## src/rtl/pool_pkg.sv

```systemverilog
// ============================================================================
// Module      : pool_pkg
// Description : Shared defaults, FSM state type and index/offset helpers for
//               the pooled-frame buffer.
// Revision    : 1.0 - initial parametrised release
// ============================================================================
`default_nettype none

package pool_pkg;

    localparam int DEF_DW   = 8;
    localparam int DEF_CH   = 3;
    localparam int DEF_ROWS = 3;
    localparam int DEF_COLS = 3;

    typedef enum logic [0:0] {
        ST_FILL = 1'b0,
        ST_FULL = 1'b1
    } fill_state_t;

    // Index width that never collapses to zero bits for a 1-deep dimension
    function automatic int clog2_min1(input int n);
        int w;
        w = $clog2(n);
        return (w < 1) ? 1 : w;
    endfunction

    // Element index of (ch,r,c) inside the flat frame vector, in DW units
    function automatic int elem_off(input int ch, input int r, input int c,
                                    input int rows, input int cols);
        return ch * rows * cols + r * cols + c;
    endfunction

endpackage

`default_nettype wire

```

## src/rtl/pool_frame_bank.sv

```systemverilog
// ============================================================================
// Module      : pool_frame_bank
// Description : One frame of pooled results stored as a flat register vector.
//               A write stores all CH lanes at one (row,col) position.
// Revision    : 1.0 - initial parametrised release
// ============================================================================
`default_nettype none

module pool_frame_bank
    import pool_pkg::*;
#(
    parameter int DW   = DEF_DW,
    parameter int CH   = DEF_CH,
    parameter int ROWS = DEF_ROWS,
    parameter int COLS = DEF_COLS
) (
    input  logic                             clk,
    input  logic                             rst_n,
    input  logic                             we,
    input  logic [clog2_min1(ROWS)-1:0]      row,
    input  logic [clog2_min1(COLS)-1:0]      col,
    input  logic [CH*DW-1:0]                 data,
    output logic [CH*ROWS*COLS*DW-1:0]       frame
);

    localparam int RW = clog2_min1(ROWS);
    localparam int CW = clog2_min1(COLS);

    for (genvar k = 0; k < CH; k++) begin : g_ch
        for (genvar r = 0; r < ROWS; r++) begin : g_row
            for (genvar c = 0; c < COLS; c++) begin : g_col
                localparam int OFF = elem_off(k, r, c, ROWS, COLS);
                logic [DW-1:0] q;

                // Element register: loads lane k when its (row,col) is addressed
                always_ff @(posedge clk or negedge rst_n) begin
                    if (!rst_n) begin
                        q <= '0;
                    end else if (we && (row == RW'(r)) && (col == CW'(c))) begin
                        q <= data[k*DW +: DW];
                    end
                end

                assign frame[OFF*DW +: DW] = q;
            end
        end
    end

endmodule

`default_nettype wire

```

## src/rtl/pool_frame_buf.sv

```systemverilog
// ============================================================================
// Module      : pool_frame_buf
// Description : Collects CH-lane pooled results one position per beat and
//               presents the completed ROWS x COLS x CH frame with valid/ready.
//               Optional ping-pong banking enabled by POOL_FRAME_PINGPONG_EN.
// Revision    : 1.0 - initial parametrised release
// ============================================================================
`default_nettype none

module pool_frame_buf
    import pool_pkg::*;
#(
    parameter int DW   = DEF_DW,
    parameter int CH   = DEF_CH,
    parameter int ROWS = DEF_ROWS,
    parameter int COLS = DEF_COLS
) (
    input  logic                             clk,
    input  logic                             rst_n,
    input  logic                             flush,
    input  logic                             in_vld,
    output logic                             in_rdy,
    input  logic [CH*DW-1:0]                 in_data,
    output logic [clog2_min1(ROWS)-1:0]      wr_row,
    output logic [clog2_min1(COLS)-1:0]      wr_col,
    output logic                             frame_vld,
    input  logic                             frame_rdy,
    output logic [CH*ROWS*COLS*DW-1:0]       frame_lin
);

    localparam int RW = clog2_min1(ROWS);
    localparam int CW = clog2_min1(COLS);
    localparam int FW = CH * ROWS * COLS * DW;
    localparam logic [RW-1:0] LAST_ROW = RW'(ROWS - 1);
    localparam logic [CW-1:0] LAST_COL = CW'(COLS - 1);

    fill_state_t state;
    logic        accept;
    logic        last;

    // FULL means the fill side is stalled; that is the only reason to refuse
    assign in_rdy = (state == ST_FILL);
    assign accept = in_vld && in_rdy && !flush;
    assign last   = (wr_row == LAST_ROW) && (wr_col == LAST_COL);

`ifdef POOL_FRAME_PINGPONG_EN
    logic          fill_ptr;
    logic [FW-1:0] frame0;
    logic [FW-1:0] frame1;

    // Fill/index/presentation control with a bank pointer; output bank is ~fill_ptr
    always_ff @(posedge clk or negedge rst_n) begin
        if (!rst_n) begin
            state     <= ST_FILL;
            wr_row    <= '0;
            wr_col    <= '0;
            frame_vld <= 1'b0;
            fill_ptr  <= 1'b0;
        end else if (flush) begin
            // Drop fill progress (including a waiting bank) but keep the presented frame
            state  <= ST_FILL;
            wr_row <= '0;
            wr_col <= '0;
            if (frame_vld && frame_rdy) begin
                frame_vld <= 1'b0;
            end
        end else begin
            if (accept) begin
                if (last) begin
                    wr_row <= '0;
                    wr_col <= '0;
                end else if (wr_col == LAST_COL) begin
                    wr_col <= '0;
                    wr_row <= wr_row + RW'(1);
                end else begin
                    wr_col <= wr_col + CW'(1);
                end
            end
            if (state == ST_FILL) begin
                if (accept && last) begin
                    if (!frame_vld || frame_rdy) begin
                        fill_ptr  <= ~fill_ptr;
                        frame_vld <= 1'b1;
                    end else begin
                        state <= ST_FULL;
                    end
                end else if (frame_vld && frame_rdy) begin
                    frame_vld <= 1'b0;
                end
            end else if (frame_rdy) begin
                // Waiting bank becomes the presented one; frame_vld stays high
                fill_ptr <= ~fill_ptr;
                state    <= ST_FILL;
            end
        end
    end

    pool_frame_bank #(.DW(DW), .CH(CH), .ROWS(ROWS), .COLS(COLS)) u_bank0 (
        .clk   (clk),
        .rst_n (rst_n),
        .we    (accept && (fill_ptr == 1'b0)),
        .row   (wr_row),
        .col   (wr_col),
        .data  (in_data),
        .frame (frame0)
    );

    pool_frame_bank #(.DW(DW), .CH(CH), .ROWS(ROWS), .COLS(COLS)) u_bank1 (
        .clk   (clk),
        .rst_n (rst_n),
        .we    (accept && (fill_ptr == 1'b1)),
        .row   (wr_row),
        .col   (wr_col),
        .data  (in_data),
        .frame (frame1)
    );

    assign frame_lin = fill_ptr ? frame0 : frame1;
`else
    // Fill/index/presentation control for the single-bank build
    always_ff @(posedge clk or negedge rst_n) begin
        if (!rst_n) begin
            state     <= ST_FILL;
            wr_row    <= '0;
            wr_col    <= '0;
            frame_vld <= 1'b0;
        end else if (flush) begin
            state     <= ST_FILL;
            wr_row    <= '0;
            wr_col    <= '0;
            frame_vld <= 1'b0;
        end else begin
            if (accept) begin
                if (last) begin
                    wr_row <= '0;
                    wr_col <= '0;
                end else if (wr_col == LAST_COL) begin
                    wr_col <= '0;
                    wr_row <= wr_row + RW'(1);
                end else begin
                    wr_col <= wr_col + CW'(1);
                end
            end
            case (state)
                ST_FILL: begin
                    if (accept && last) begin
                        state     <= ST_FULL;
                        frame_vld <= 1'b1;
                    end
                end
                default: begin
                    if (frame_rdy) begin
                        state     <= ST_FILL;
                        frame_vld <= 1'b0;
                    end
                end
            endcase
        end
    end

    pool_frame_bank #(.DW(DW), .CH(CH), .ROWS(ROWS), .COLS(COLS)) u_bank (
        .clk   (clk),
        .rst_n (rst_n),
        .we    (accept),
        .row   (wr_row),
        .col   (wr_col),
        .data  (in_data),
        .frame (frame_lin)
    );
`endif

endmodule

`default_nettype wire
```

## config.mk

```make
export PLATFORM = sky130hd
export DESIGN_NAME = pool_frame_buf
export DESIGN_NICKNAME = d
export VERILOG_FILES = /design/src/rtl/pool_pkg.sv /design/src/rtl/pool_frame_bank.sv /design/src/rtl/pool_frame_buf.sv
export SDC_FILE = /design/constraint.sdc
export NUM_CORES = 1
export LEC_CHECK = 0
export ABC_AREA = 1
export BUFFER_PORTS_ARGS = -buffer_cell sky130_fd_sc_hd__buf_2
export CAP_MARGIN = 10
export CORE_MARGIN = 10
export CORE_UTILIZATION = 30
export DETAILED_ROUTE_END_ITERATION = 12
export MAX_ROUTING_LAYER = met4
export PLACE_DENSITY = 0.58
export SKIP_LAST_GASP = 1
export SLEW_MARGIN = 15
export SYNTH_ARGS = -nofsm -noshare
export SYNTH_HDL_FRONTEND = slang
export SYNTH_SLANG_ARGS = --single-unit
```

## constraint.sdc

```tcl
create_clock -name clk -period 1.75 [get_ports clk]
set_input_delay 0.35 -clock clk [delete_from_list [all_inputs] [get_ports clk]]
set_output_delay 0.35 -clock clk [all_outputs]
set_load 0.01 [all_outputs]
```

==> results.toml <==
[placed_design]
numPortBuffers = 250
place_congestion = 0.778
dp_hpwl_um = 24200

[power_and_ir_drop]
vdd.ir_drop.worst_uv = 660
powerDensity_nw_per_um2 = 1150
power_leakage_nw = 6.83

[final_layout]
antennaDiodeCount = 0
final_nets = 1267
drive_gt1_share_pct = 27.5
area_growth_pct = 29.4
fin_util_pct = 39.5

[synthesis]
muxShareOfSynthArea_pct = 0
synth_top_area_share_pct = 61.1
synthAdderAreaFrac_pct = 0
synthTopCellsByArea = "dfrtp_1, nand2_1, nand4_1"
async_reset_ff_share_pct = 100
synth_top_family_by_area = "simple AND/OR/NAND/NOR gates"
avgSynthCellArea_um2 = 8.92
synth.ff_latch_count = 222
syn_area_um2 = 9100
synth_largest_area_cell = "dfrtp_1"
synth_xor_area_share_pct = 0
synth_most_common_cell = "nand2_1"
synth_edf_count = 0
synth_ff_type = "dfrtp_1"
seq_area_frac_synth_pct = 61.1
synth_compound_area_share_pct = 0.220
yosys.area_share.simple_pct = 33.3
synth_cell_types = 14
synth-warning-count = 0
netlist_top_cells_count = "nand2_1, dfrtp_1, nand4_1, buf_2, clkbuf_1"
syn_inst = 1020
syn-num-nets = 1049

[run_status]
status = "complete, no violations"

[clocking]
cts_tree = "built"
post_cts_buffers = 0
cts_buffer_depth = 3
cts_made_buffers = 25
cts_hold_buf = 1
htree_num_levels = 1
cts.sinks = 222
cts-resized-gates = 0
worst_skew_pair.late_latency_ns = 0.53
clkTransAtPathRegs_ns = 0.06
cts-root-buf = "clkbuf_16"

[critical_path]
arrival_ns = 1.25
reg2reg_slack_ns = 0.16
cp_max_fo = 6
critical_path_required_ns = 1.40
slowest_delay_ns = 0.52
crit_type = "reg -> out"
crit_slowest_cell = "dfrtp_1"
path_cells = "buf_2"
start_kind = "register"
critPathBufInv = 1
crit_path_end_kind = "output port"
crit_family = "flip-flops"

[routing]
ant_nets = 0
vias = 8307
routed_wl_um = 36600
drt_first_pass_iters = 5
vias_per_cell = 5.04
drcViolationCount = 0
drtIter0Drc = 731
post_drt_wl_per_cell_um = 22.2

[floorplan]
initial_core_util_pct = 30.5
fp-row-count = 63
die_w_um = 194
core_area_um2 = 29800
die_h_um = 194
die_area_um2 = 37700
ios = 251

[timing]
grt_setup_unrepaired = "no"
maxSlewHeadroom_pct = 67.0
skew_ns = 0.0133
max_clock_freq_ghz = 0.623
period_minus_slack_ns = 1.60
finalCritPeriodShare_pct = 91.7
tns_ns = 0
report.final.slew_viol_count = 0
worst_slew_pin_slew_ns = 0.495
setup_viol = 0
final_hold_viol_count = 0

[grt]
grt_use_total_pct = 19.3
grt.met2_usage_pct = 29.7
grt_pass1_vias = 8385
use_met3_pct = 4.50
grt_max_degree = 57
grt_busiest_layer = "met2"
grt_first_pass_wirelength_um = 55300
grtUsageMet1_pct = 25.1
grt_overflow = 0
antenna_found_initial = 1

[flow_run]
maxCapViolations = 0

[hold_path]
hp-class = "in -> reg"
==> through the flow <==
stage / instance area, um^2 / hold slack [ns] / setup slack [ns] / total power (W) / std cells
after floorplan: 9100 / 0.0544 / 0.329 / 0.00714 / 1020
after global placement: 11000 / 0.328 / 0.233 / 0.00845 / 1600
after detailed placement: 11000 / 0.331 / 0.187 / 0.00848 / 1600
after CTS: 11800 / 0.0760 / 0.109 / 0.0138 / 1647
after global routing: 11800 / 0.0870 / 0.0298 / 0.0143 / 1647
final: 11800 / 0.105 / 0.145 / 0.0136 / 1647
==> worst paths after layout <==
check / from / end / cells after the start
min reg2reg: u_bank.g_ch[0].g_row[1].g_col[2].q[7] / u_bank.g_ch[0].g_row[1].g_col[2].q[7] / 2
max: wr_row[0] / wr_row[0] / 1
min in group asynchronous: rst_n / u_bank.g_ch[2].g_row[1].g_col[2].q[7] / 2
max reg2reg: state / u_bank.g_ch[1].g_row[2].g_col[0].q[3] / 8
min: frame_rdy / frame_vld / 4
max in group asynchronous: rst_n / u_bank.g_ch[1].g_row[0].g_col[1].q[5] / 3
==> sequential cells by signal, summed over array words and instances (netlist names) <==
signal	count
u_bank.g_ch.g_row.g_col.q	216
frame_vld	1
state	1
wr_row	2
wr_col	2
==> cells by family (layout without fill, tap and decap cells) <==
kind of cell | after synthesis | count (layout)
and+or+nand+nor | 682 | 682
AOI/OAI and AO/OA | 4 | 4
buffers and inverters | 112 | 349
DFF | 222 | 222
==> area by class of cell <==
cell class / count / area [um^2]
timing repair buffer: 295 / 1800
clock buffer: 38 / 744
inverter: 8 / 30.0
sequential: 222 / 5560
tap: 390 / 488
fill: 3043 / 18000
multi-input combinational: 686 / 3090
clock inverter: 8 / 68.8
==> routing by layer <==
layer,vias to the layer above,wire [um]
met5,-,0
met4,0,973
met3,55,2950
met2,343,17100
met1,4095,15600
li1,3814,-
==> worst min-delay path, delay by kind of cell <==
kind / cells / cell delay (ns)
buffers and inverters: 1 / 0.09
and+or+nand+nor: 2 / 0.11
AOI/OAI and AO/OA: 1 / 0.04
==> cells in the final DEF (no fill, tap or decap), drive strengths merged <==
cell type	count
nor2	9
nand4	168
nand2	470
nand3	35
clkbuf	38
dlygate4sd3	1
o21ai	2
clkinv	6
inv	9
bufinv	1
a21oi	2
dfrtp	222
buf	294
==> where the power goes <==
part	internal (W)	total, W	switching (W)
Combinational	0.000758	0.00226	0.00151
Clock	0.00307	0.00521	0.00214
Sequential	0.00573	0.00609	0.000369
(Power assumes the default switching activity.)
